### src/rtl/bch_pkg.sv
// Shared BCH(63,51) constants and types for the decoder and its downstream blocks.
package bch_pkg;

  localparam int BCH_N      = 63;
  localparam int BCH_K      = 51;
  localparam int BCH_PARITY = BCH_N - BCH_K;

  typedef logic [5:0] bit_idx_t;

endpackage

### src/rtl/bch_bit_packer.sv
// Generic serial-to-parallel packer, MSB first, with a single holding register.
// Word visible the cycle after its last bit; holding register reloads and can be drained in the same cycle.
module bch_bit_packer #(
  parameter int W = 8
) (
  input  logic         clk,
  input  logic         rst,
  input  logic         clr,
  input  logic         bit_vld,
  input  logic         bit_dat,
  input  logic         payload_en,
  input  logic         out_ready,
  output logic         acc_last,
  output logic         out_valid,
  output logic [W-1:0] out_data
);

  localparam int            CW   = $clog2(W);
  localparam logic [CW-1:0] LAST = CW'(W - 1);

  logic [W-2:0]  acc;
  logic [CW-1:0] acc_cnt;
  logic          shift;
  logic          complete;

  assign shift    = bit_vld && payload_en;
  assign acc_last = (acc_cnt == LAST);
  assign complete = shift && acc_last;

  // clr drops a partial word but never touches a word already in the holding register
  always_ff @(posedge clk or posedge rst) begin
    if (rst) begin
      acc     <= '0;
      acc_cnt <= '0;
    end else if (clr) begin
      acc     <= '0;
      acc_cnt <= '0;
    end else if (shift) begin
      acc     <= {acc[W-3:0], bit_dat};
      acc_cnt <= complete ? '0 : acc_cnt + 1'b1;
    end
  end

  always_ff @(posedge clk or posedge rst) begin
    if (rst) begin
      out_valid <= 1'b0;
      out_data  <= '0;
    end else if (complete) begin
      out_valid <= 1'b1;
      out_data  <= {acc, bit_dat};
    end else if (out_valid && out_ready) begin
      out_valid <= 1'b0;
    end
  end

endmodule

### src/rtl/bch_payload_packer.sv
// Strips BCH parity from the corrected serial codeword stream and packs payload bits into W-bit words.
// Input stalls only when a word-completing payload bit meets a full, undrained holding register.
module bch_payload_packer
  import bch_pkg::*;
#(
  parameter int N = BCH_N,
  parameter int K = BCH_K,
  parameter int W = 8
) (
  input  logic         clk,
  input  logic         rst,
  input  logic         resync,
  input  logic         in_valid,
  input  logic         in_data,
  output logic         in_ready,
  output logic         out_valid,
  output logic [W-1:0] out_data,
  input  logic         out_ready
);

  localparam int            BW       = $clog2(N);
  localparam logic [BW-1:0] K_IDX    = BW'(K);
  localparam logic [BW-1:0] LAST_IDX = BW'(N - 1);

  logic [BW-1:0] bit_cnt;
  logic          payload;
  logic          acc_last;
  logic          xfer;

  assign payload  = (bit_cnt < K_IDX);
  assign in_ready = !(out_valid && !out_ready && acc_last && payload);
  assign xfer     = in_valid && in_ready;

  // resync wins over a same-cycle transfer; that bit is dropped
  always_ff @(posedge clk or posedge rst) begin
    if (rst) begin
      bit_cnt <= '0;
    end else if (resync) begin
      bit_cnt <= '0;
    end else if (xfer) begin
      bit_cnt <= (bit_cnt == LAST_IDX) ? '0 : bit_cnt + 1'b1;
    end
  end

  bch_bit_packer #(
    .W (W)
  ) u_packer (
    .clk        (clk),
    .rst        (rst),
    .clr        (resync),
    .bit_vld    (xfer && !resync),
    .bit_dat    (in_data),
    .payload_en (payload),
    .out_ready  (out_ready),
    .acc_last   (acc_last),
    .out_valid  (out_valid),
    .out_data   (out_data)
  );

endmodule

### config.mk
export PLATFORM = sky130hd
export DESIGN_NAME = bch_payload_packer
export DESIGN_NICKNAME = d
export VERILOG_FILES = /design/src/rtl/bch_pkg.sv /design/src/rtl/bch_bit_packer.sv /design/src/rtl/bch_payload_packer.sv
export SDC_FILE = /design/constraint.sdc
export NUM_CORES = 1
export LEC_CHECK = 0
export ABC_AREA = 1
export BUFFER_PORTS_ARGS = -buffer_cell sky130_fd_sc_hd__buf_4
export CAP_MARGIN = 20
export CORE_AREA = 3 3 55 57
export DETAILED_ROUTE_END_ITERATION = 12
export DIE_AREA = 0 0 58 60
export GPL_TIMING_DRIVEN = 0
export PLACE_DENSITY = 0.74
export SYNTH_ARGS = -nofsm -noshare
export SYNTH_HDL_FRONTEND = slang
export SYNTH_SLANG_ARGS = --single-unit
### constraint.sdc
create_clock -name clk -period 1.6 [get_ports clk]
set_input_delay 0.24 -clock clk [delete_from_list [all_inputs] [get_ports clk]]
set_output_delay 0.24 -clock clk [all_outputs]
set_load 0.01 [all_outputs]
==> results of run 1 <==
-- logic make-up after synthesis --
logic type,count (synthesis)
adder cells (fa/ha/maj),4
flip-flops,25
AND/OR/NAND/NOR,80
buffers and inverters,23
XOR/XNOR,2
AO/OA/AOI/OAI,13
-- routing by layer --
layer | vias to the layer above | GRT usage | share of wire
li1 | 525 | - | -
met1 | 519 | 0.2027 | 0.43
met2 | 21 | 0.2710 | 0.52
met3 | 4 | 0.04968 | 0.037
met4 | 0 | 0.07947 | 0.013
met5 | - | 0 | 0
-- Yosys cell counts (2+ instances only) --
cell type	count
sky130_fd_sc_hd__nand2_2	2
sky130_fd_sc_hd__nand2_1	51
sky130_fd_sc_hd__ha_1	4
sky130_fd_sc_hd__xor2_1	2
sky130_fd_sc_hd__o21ai_2	4
sky130_fd_sc_hd__nand2_4	2
sky130_fd_sc_hd__inv_1	17
sky130_fd_sc_hd__nand3_1	12
sky130_fd_sc_hd__inv_2	2
sky130_fd_sc_hd__dfrtp_1	25
sky130_fd_sc_hd__nor2_1	4
sky130_fd_sc_hd__nor2_4	2
sky130_fd_sc_hd__buf_6	2
sky130_fd_sc_hd__nand3_2	2
sky130_fd_sc_hd__o21ai_0	6
-- metrics by stage --
stage               worst slack, ns  TNS (ns)  hold slack, ns  instance area (um^2)
floorplan                   0.08504         0          0.2673                  1272
global placement           0.005597         0          0.4332                  1423
detailed placement         -0.04691   -0.3042          0.4419                  1423
CTS                        -0.06097  -0.06097         0.07981                  1524
global route                -0.1597    -2.229         0.05201                  1694
finish                     -0.06495   -0.4401         0.06725                  1694
-- sequential cells by signal, indices dropped and copies added (netlist names) --
register / count
u_packer.out_valid: 1
bit_cnt: 6
u_packer.out_data: 8
u_packer.acc_cnt: 3
u_packer.acc: 7
-- timing repair --
| item | CTS | global route |
|---|---|---|
| endpoints found under the setup margin | 21 | 25 |
| buffers inserted | 7 | 5 |
| pin swaps | 4 | 19 |
| gates resized for setup | 5 | 31 |
| gates cloned | 0 | 1 |
| hold buffers | 0 | 0 |
-- final timing paths --
path | startpoint | endpoint | cells past startpoint
worst max register to register | u_packer.acc_cnt[1] | u_packer.out_data[6] | 8
worst min register to register | u_packer.acc[4] | u_packer.out_data[5] | 2
worst min-delay path | out_ready | u_packer.out_valid | 2
max in group asynchronous | rst | bit_cnt[5] | 2
worst max-delay path | u_packer.acc_cnt[1] | in_ready | 6
min in group asynchronous | rst | u_packer.out_data[0] | 2
-- final cells by class --
type / count / area [um^2]
multi-input combinational: 99 / 649.4
timing repair buffer: 28 / 242.7
tap: 30 / 37.54
clock buffer: 3 / 22.52
fill: 203 / 828.3
inverter: 20 / 80.08
clock inverter: 1 / 5.005
sequential: 25 / 625.6
buffer: 3 / 31.28
-- report_power, final --
part / total, uW / leakage (uW) / switching [uW] / internal [uW]
registers: 690 / 0.000344 / 26.3 / 664
clock network: 288 / 0.0000177 / 194 / 93.9
logic: 265 / 0.000536 / 139 / 126
-- cell usage in the layout (no fill, tap or decap), types with 2 or more instances in the layout --
master,netlist,final
sky130_fd_sc_hd__inv_1,17,17
sky130_fd_sc_hd__nand2_2,2,10
sky130_fd_sc_hd__o21ai_1,1,2
sky130_fd_sc_hd__dfrtp_1,25,25
sky130_fd_sc_hd__nor2_1,4,4
sky130_fd_sc_hd__o21ai_2,4,7
sky130_fd_sc_hd__nand3_4,0,2
sky130_fd_sc_hd__clkbuf_4,0,3
sky130_fd_sc_hd__xor2_1,2,2
sky130_fd_sc_hd__nand3_1,12,9
sky130_fd_sc_hd__nor2_4,2,3
sky130_fd_sc_hd__buf_4,0,23
sky130_fd_sc_hd__inv_2,2,2
sky130_fd_sc_hd__ha_2,0,2
sky130_fd_sc_hd__o21ai_0,6,2
sky130_fd_sc_hd__buf_6,2,5
sky130_fd_sc_hd__nand2_4,2,3
sky130_fd_sc_hd__nand3_2,2,3
sky130_fd_sc_hd__nand2_1,51,41
==> impl_metrics.xml, run 1 <==
<?xml version="1.0" encoding="UTF-8"?>
<metrics>
  <group name="synthesis">
    <metric name="ys_top_cells_by_area" unit="">sky130_fd_sc_hd__dfrtp_1 49%, sky130_fd_sc_hd__nand2_1 15%, sky130_fd_sc_hd__inv_1 5.0%</metric>
    <metric name="synthXorXnorAreaFrac" unit="">0.01377</metric>
    <metric name="post_synth_and_or_nand_nor_area_fraction" unit="">0.3078</metric>
    <metric name="synth_top_cell_by_area" unit="">sky130_fd_sc_hd__dfrtp_1</metric>
    <metric name="netlist_area" unit="um^2">1272</metric>
    <metric name="yosysWarnings" unit="">0</metric>
    <metric name="synth_top_cell_area_share" unit="">0.4916</metric>
    <metric name="ys_async_sr_fraction" unit="">1.000</metric>
    <metric name="post_synth_inst_count" unit="">147</metric>
    <metric name="synth_top_family_by_area" unit="">simple AND/OR/NAND/NOR gates</metric>
    <metric name="synth.yosys.seq_area_share" unit="">0.4916</metric>
    <metric name="synth_enable_flop_cells" unit="">0</metric>
    <metric name="muxShareOfSynthArea" unit="">0</metric>
    <metric name="syn_nets" unit="">157</metric>
    <metric name="synth_area_in_compound_gates" unit="">0.06490</metric>
    <metric name="postSynthRegisterBits" unit="">25</metric>
    <metric name="synthFlopType" unit="">sky130_fd_sc_hd__dfrtp_1</metric>
    <metric name="synth.distinct_cells" unit="">25</metric>
    <metric name="syn-mean-instance-area" unit="um^2">8.656</metric>
    <metric name="post_synth_fa_ha_maj_area_fraction" unit="">0.03933</metric>
  </group>
  <group name="worst_setup_path">
    <metric name="critical_path_class" unit="">reg -&gt; out</metric>
    <metric name="timing.critical_path.max_delay_family" unit="">flip-flops</metric>
    <metric name="cpMaxStageDelayCell" unit="">sky130_fd_sc_hd__dfrtp_1</metric>
    <metric name="critical_path_buf_inv_count" unit="">2</metric>
    <metric name="critical_path_peak_fanout" unit="">2</metric>
    <metric name="worstPathCellList" unit="">ha_2 -&gt; ha_4 -&gt; nand3b_1 -&gt; inv_1 -&gt; nand2_2 -&gt; buf_6</metric>
    <metric name="worstPathArrival" unit="ns">1.42</metric>
    <metric name="cp-start-kind" unit="">register</metric>
    <metric name="cp.required" unit="ns">1.36</metric>
    <metric name="reg2reg_slack" unit="ns">-0.06</metric>
    <metric name="end_kind" unit="">output pin</metric>
    <metric name="largest_incremental_delay_on_the_critical_path" unit="ns">0.41</metric>
  </group>
  <group name="floorplan">
    <metric name="chipHeight" unit="um">60</metric>
    <metric name="floorplan.core_area" unit="um^2">2522</metric>
    <metric name="dieArea" unit="um^2">3480</metric>
    <metric name="die-width" unit="um">58</metric>
    <metric name="placementRows" unit="">18</metric>
    <metric name="pin_count" unit="">16</metric>
    <metric name="start_util" unit="">0.5045</metric>
  </group>
  <group name="global_route">
    <metric name="globalRoute.totalOverflow" unit="">0</metric>
    <metric name="grt_max_degree" unit="">26</metric>
    <metric name="gr-usage-all-layers" unit="">0.1667</metric>
    <metric name="number_of_antenna_violations_at_the_first_check_in_global_routing" unit="">0</metric>
    <metric name="via_count_of_the_first_global_routing_pass" unit="">1019</metric>
    <metric name="grt_pass1_wl" unit="um">4326</metric>
  </group>
  <group name="route">
    <metric name="wirelength" unit="um">2895</metric>
    <metric name="route.detailed.vias_per_inst" unit="">5.115</metric>
    <metric name="drt_pre_antenna_iters" unit="">4</metric>
    <metric name="vias" unit="">1069</metric>
    <metric name="initialDrtViolationCount" unit="">28</metric>
    <metric name="wl_per_cell" unit="um">13.85</metric>
    <metric name="final_antenna_net_count" unit="">0</metric>
    <metric name="detail_route.drc_violations" unit="">0</metric>
  </group>
  <group name="sta">
    <metric name="rsz0062_at_grt" unit="">yes</metric>
    <metric name="setup_viol_count_final" unit="">10</metric>
    <metric name="finalClockSkew" unit="ns">0.003394</metric>
    <metric name="relSlewSlack" unit="">0.3852</metric>
    <metric name="hold_viol" unit="">0</metric>
    <metric name="report.final.slew_viol_count" unit="">0</metric>
    <metric name="finalWorstPathRequiredPeriod" unit="ns">1.665</metric>
    <metric name="maxClockFrequency" unit="MHz">600.6</metric>
    <metric name="fin_crit_sh" unit="">1.041</metric>
    <metric name="max_slew.worst_pin.slew" unit="ns">0.9212</metric>
    <metric name="worst_slack" unit="ns">-0.06495</metric>
  </group>
  <group name="finish">
    <metric name="share_of_layout_cells_above_drive_strength_1" unit="">0.4022</metric>
    <metric name="finish.utilization" unit="">0.6716</metric>
    <metric name="flow.area_growth_from_synthesis" unit="%">33.14</metric>
    <metric name="n_antenna_cell" unit="">0</metric>
    <metric name="stdcell_count" unit="">209</metric>
    <metric name="final_nets" unit="">190</metric>
  </group>
  <group name="outcome">
    <metric name="violated_checks" unit="">setup timing</metric>
    <metric name="outcome" unit="">complete, but fails checks</metric>
  </group>
  <group name="place">
    <metric name="place.gp.congestion" unit="">0.7853</metric>
    <metric name="place.port_buffers" unit="">15</metric>
    <metric name="place.detailed.instances" unit="">192</metric>
    <metric name="hpwlAfterDp" unit="um">1792</metric>
  </group>
  <group name="cts">
    <metric name="cts-buffers-inserted" unit="">3</metric>
    <metric name="deepest_level_of_the_cts_h_tree" unit="">1</metric>
    <metric name="cts_tree" unit="">yes</metric>
    <metric name="source_to_sink_clock_delay_at_the_later_pin_of_the_worst_skew_pair" unit="ns">0.32</metric>
    <metric name="tritoncts_num_sinks" unit="">25</metric>
    <metric name="ctsRootBufferMaster" unit="">sky130_fd_sc_hd__clkbuf_4</metric>
    <metric name="clock_path_buffers" unit="">2</metric>
    <metric name="clock_transition_at_the_registers_of_the_reported_paths" unit="ns">0.13</metric>
  </group>
  <group name="min_path">
    <metric name="worst_hold_path_class" unit="">in -&gt; reg</metric>
  </group>
  <group name="pwr">
    <metric name="max-vdd-ir-drop" unit="mV">0.7218</metric>
    <metric name="post-layout-total-power" unit="uW">1243</metric>
    <metric name="pwr_density_cell" unit="nW/um^2">733.6</metric>
    <metric name="power.leakage" unit="uW">0.0008972</metric>
  </group>
  <group name="run">
    <metric name="cap_violations" unit="">0</metric>
  </group>
</metrics>
No activity file was read; power rests on OpenSTA's default activity.
==> inputs of run 2 (changes only) <==
--- a/config.mk
+++ b/config.mk
@@ -8,11 +8,13 @@
 export ABC_AREA = 1
 export BUFFER_PORTS_ARGS = -buffer_cell sky130_fd_sc_hd__buf_4
 export CAP_MARGIN = 20
-export CORE_AREA = 3 3 55 57
+export CORE_AREA = 3 3 53 55
+export CTS_BUF_LIST = sky130_fd_sc_hd__clkbuf_4
 export DETAILED_ROUTE_END_ITERATION = 12
-export DIE_AREA = 0 0 58 60
+export DIE_AREA = 0 0 56 58
 export GPL_TIMING_DRIVEN = 0
-export PLACE_DENSITY = 0.74
+export PLACE_DENSITY = 0.79
+export REMOVE_ABC_BUFFERS = 1
 export SYNTH_ARGS = -nofsm -noshare
 export SYNTH_HDL_FRONTEND = slang
 export SYNTH_SLANG_ARGS = --single-unit
==> impl_metrics.xml, run 2 (synthesis gave the netlist of run 1 again) <==
<?xml version="1.0" encoding="UTF-8"?>
<metrics>
  <group name="outcome">
    <metric name="outcome" unit="">complete, but fails checks</metric>
    <metric name="violated_checks" unit="">setup timing</metric>
  </group>
  <group name="route">
    <metric name="final_antenna_net_count" unit="">0</metric>
    <metric name="drt_pre_antenna_iters" unit="">4</metric>
    <metric name="initialDrtViolationCount" unit="">31</metric>
    <metric name="route.detailed.vias_per_inst" unit="">5.102</metric>
    <metric name="wirelength" unit="um">2698</metric>
    <metric name="wl_per_cell" unit="um">13.10</metric>
    <metric name="detail_route.drc_violations" unit="">0</metric>
    <metric name="vias" unit="">1051</metric>
  </group>
  <group name="pwr">
    <metric name="pwr_density_cell" unit="nW/um^2">713.6</metric>
    <metric name="post-layout-total-power" unit="uW">1188</metric>
    <metric name="power_report.internal_total" unit="uW">853.4</metric>
    <metric name="max-vdd-ir-drop" unit="mV">0.7938</metric>
    <metric name="power.leakage" unit="uW">0.0008647</metric>
    <metric name="power_switching_share" unit="">0.2819</metric>
    <metric name="pwr-share-comb" unit="">0.179</metric>
    <metric name="total_switching_power" unit="uW">335.0</metric>
    <metric name="clock_power_share" unit="">0.237</metric>
    <metric name="seqPwrFrac" unit="">0.584</metric>
  </group>
  <group name="global_route">
    <metric name="grt_pass1_wl" unit="um">3988</metric>
    <metric name="grt_max_degree" unit="">26</metric>
    <metric name="globalRoute.totalOverflow" unit="">0</metric>
    <metric name="via_count_of_the_first_global_routing_pass" unit="">939</metric>
    <metric name="number_of_antenna_violations_at_the_first_check_in_global_routing" unit="">0</metric>
    <metric name="gr-usage-all-layers" unit="">0.1587</metric>
  </group>
  <group name="finish">
    <metric name="postLayoutCellArea" unit="um^2">1665</metric>
    <metric name="flow.area_growth_from_synthesis" unit="%">30.88</metric>
    <metric name="final_nets" unit="">187</metric>
    <metric name="final.fill_count" unit="">187</metric>
    <metric name="share_of_layout_cells_above_drive_strength_1" unit="">0.4148</metric>
    <metric name="finish.utilization" unit="">0.6847</metric>
    <metric name="largest-register" unit="">u_packer.out_data</metric>
    <metric name="largest_register_ff_count" unit="">8</metric>
    <metric name="n_antenna_cell" unit="">0</metric>
    <metric name="layout.cells.most_common_list" unit="">41 x sky130_fd_sc_hd__nand2_1, 23 x sky130_fd_sc_hd__dfrtp_1, 22 x sky130_fd_sc_hd__buf_4</metric>
    <metric name="reg.largest.list" unit="">u_packer.out_data (8), u_packer.acc (7), bit_cnt (6)</metric>
    <metric name="final_common_cell" unit="">sky130_fd_sc_hd__nand2_1</metric>
  </group>
  <group name="worst_setup_path">
    <metric name="critical_path.startpoint" unit="">u_packer.acc_cnt[1]</metric>
    <metric name="end_kind" unit="">register</metric>
    <metric name="worst_path_most_repeated_cell" unit="">sky130_fd_sc_hd__nand2_1</metric>
    <metric name="timing.critical_path.max_delay_family" unit="">simple AND/OR/NAND/NOR gates</metric>
    <metric name="worstReg2RegStart" unit="">u_packer.acc_cnt[1]</metric>
    <metric name="critical_path_class" unit="">reg -&gt; reg</metric>
    <metric name="largest_incremental_delay_on_the_critical_path" unit="ns">0.42</metric>
    <metric name="worstPathCellList" unit="">ha_2 -&gt; ha_4 -&gt; nand3b_1 -&gt; buf_4 -&gt; nand4_4 -&gt; nor2_4 -&gt; nand2_1 -&gt; nand2_1</metric>
    <metric name="worstPathArrival" unit="ns">1.98</metric>
    <metric name="cpMaxStageDelayCell" unit="">sky130_fd_sc_hd__dfrtp_1</metric>
    <metric name="cp.required" unit="ns">1.87</metric>
    <metric name="critical_path_peak_fanout" unit="">8</metric>
    <metric name="cp-start-kind" unit="">register</metric>
    <metric name="critical_path_buf_inv_count" unit="">1</metric>
  </group>
  <group name="place">
    <metric name="post-place-ws" unit="ns">-0.2414</metric>
    <metric name="hpwlAfterDp" unit="um">1602</metric>
    <metric name="place.gp.congestion" unit="">0.8268</metric>
    <metric name="place_area" unit="um^2">1395</metric>
    <metric name="place.port_buffers" unit="">15</metric>
  </group>
  <group name="cts">
    <metric name="source_to_sink_clock_delay_at_the_later_pin_of_the_worst_skew_pair" unit="ns">0.32</metric>
    <metric name="cts-buffers-inserted" unit="">3</metric>
    <metric name="holdBufCountCts" unit="">0</metric>
    <metric name="ctsRootBufferMaster" unit="">sky130_fd_sc_hd__clkbuf_4</metric>
    <metric name="clock_transition_at_the_registers_of_the_reported_paths" unit="ns">0.13</metric>
    <metric name="clock_path_buffers" unit="">2</metric>
    <metric name="tritoncts_num_sinks" unit="">25</metric>
    <metric name="cts_tree" unit="">yes</metric>
    <metric name="deepest_level_of_the_cts_h_tree" unit="">1</metric>
  </group>
  <group name="sta">
    <metric name="max_slew.worst_pin.slew" unit="ns">0.8893</metric>
    <metric name="maxClockFrequency" unit="MHz">582.8</metric>
    <metric name="fin_crit_sh" unit="">1.072</metric>
    <metric name="rsz0062_at_grt" unit="">yes</metric>
    <metric name="finalClockSkew" unit="ns">0.005002</metric>
    <metric name="report.final.slew_viol_count" unit="">0</metric>
    <metric name="hold_viol" unit="">0</metric>
    <metric name="worst_slack" unit="ns">-0.1159</metric>
    <metric name="setup_viol_count_final" unit="">24</metric>
    <metric name="relSlewSlack" unit="">0.4065</metric>
    <metric name="hold_slack" unit="ns">0.09149</metric>
    <metric name="finalWorstPathRequiredPeriod" unit="ns">1.716</metric>
  </group>
  <group name="floorplan">
    <metric name="placementRows" unit="">18</metric>
    <metric name="floorplan.core_area" unit="um^2">2432</metric>
    <metric name="dieArea" unit="um^2">3248</metric>
    <metric name="pin_count" unit="">16</metric>
    <metric name="start_util" unit="">0.5231</metric>
    <metric name="die-width" unit="um">56</metric>
    <metric name="chipHeight" unit="um">58</metric>
  </group>
  <group name="min_path">
    <metric name="worst_hold_path_class" unit="">in -&gt; async</metric>
  </group>
  <group name="run">
    <metric name="cap_violations" unit="">0</metric>
  </group>
</metrics>
-- run 2: layout make-up --
cell class	instances	area (um^2)	area share
Inverter	20	77.57	0.04658
Sequential cell	25	628.1	0.3772
Clock buffer	3	22.52	0.01352
Tap cell	30	37.54	0.02254
Timing Repair Buffer	28	232.7	0.1397
Clock inverter	1	5.005	0.003005
Multi-Input combinational cell	99	661.9	0.3974
-- run 2: power by group through the flow --
| stage | clock network [uW] | logic [uW] | registers [uW] |
|---|---|---|---|
| floorplan | 0 | 108 | 696 |
| global placement | 0 | 143 | 697 |
| detailed placement | 0 | 153 | 700 |
| CTS | 291 | 189 | 690 |
| global route | 319 | 234 | 696 |
| finish | 281 | 213 | 694 |
-- run 2: path summary, 6_finish.rpt --
check / end / slack [ns] / cells after the start
worst max-delay path: u_packer.out_data[5] / -0.12 / 8
worst min-delay path: u_packer.out_data[7] / 0.09 / 2
worst max register to register: u_packer.out_data[5] / -0.12 / 8
worst min register to register: u_packer.out_data[4] / 0.48 / 2
max in group asynchronous: bit_cnt[1] / 0.91 / 2
min in group clk: u_packer.out_valid / 0.10 / 2
-- run 2: timing repair --
action | 4_1_cts | 5_1_grt
pin swaps | 8 | 18
endpoints found under the setup margin | 24 | 26
gates resized for setup | 10 | 31
hold endpoints to repair | 0 | 0
setup buffers | 12 | 2
gates cloned | 0 | 0
-- run 2: per-layer routing --
layer  GRT usage  wire, um
met5           0         0
met4     0.05763        37
met3     0.04677       112
met2      0.2654      1334
met1      0.1965      1213
-- run 2: per-stage QoR --
| stage | instances | TNS (ns) |
|---|---|---|
| floorplan | 144 | -0.2167 |
| global placement | 189 | -2.043 |
| detailed placement | 189 | -2.924 |
| CTS | 204 | -0.05595 |
| global route | 206 | -3.080 |
| finish | 206 | -1.671 |
-- run 2: worst register-to-register path, cell delays in order (launching register included) --
cell and delay (ns):
sky130_fd_sc_hd__dfrtp_1 0.42, sky130_fd_sc_hd__ha_2 0.21, sky130_fd_sc_hd__ha_4 0.17, sky130_fd_sc_hd__nand3b_1 0.10, sky130_fd_sc_hd__buf_4 0.13, sky130_fd_sc_hd__nand4_4 0.17
sky130_fd_sc_hd__nor2_4 0.30, sky130_fd_sc_hd__nand2_1 0.09, sky130_fd_sc_hd__nand2_1 0.07
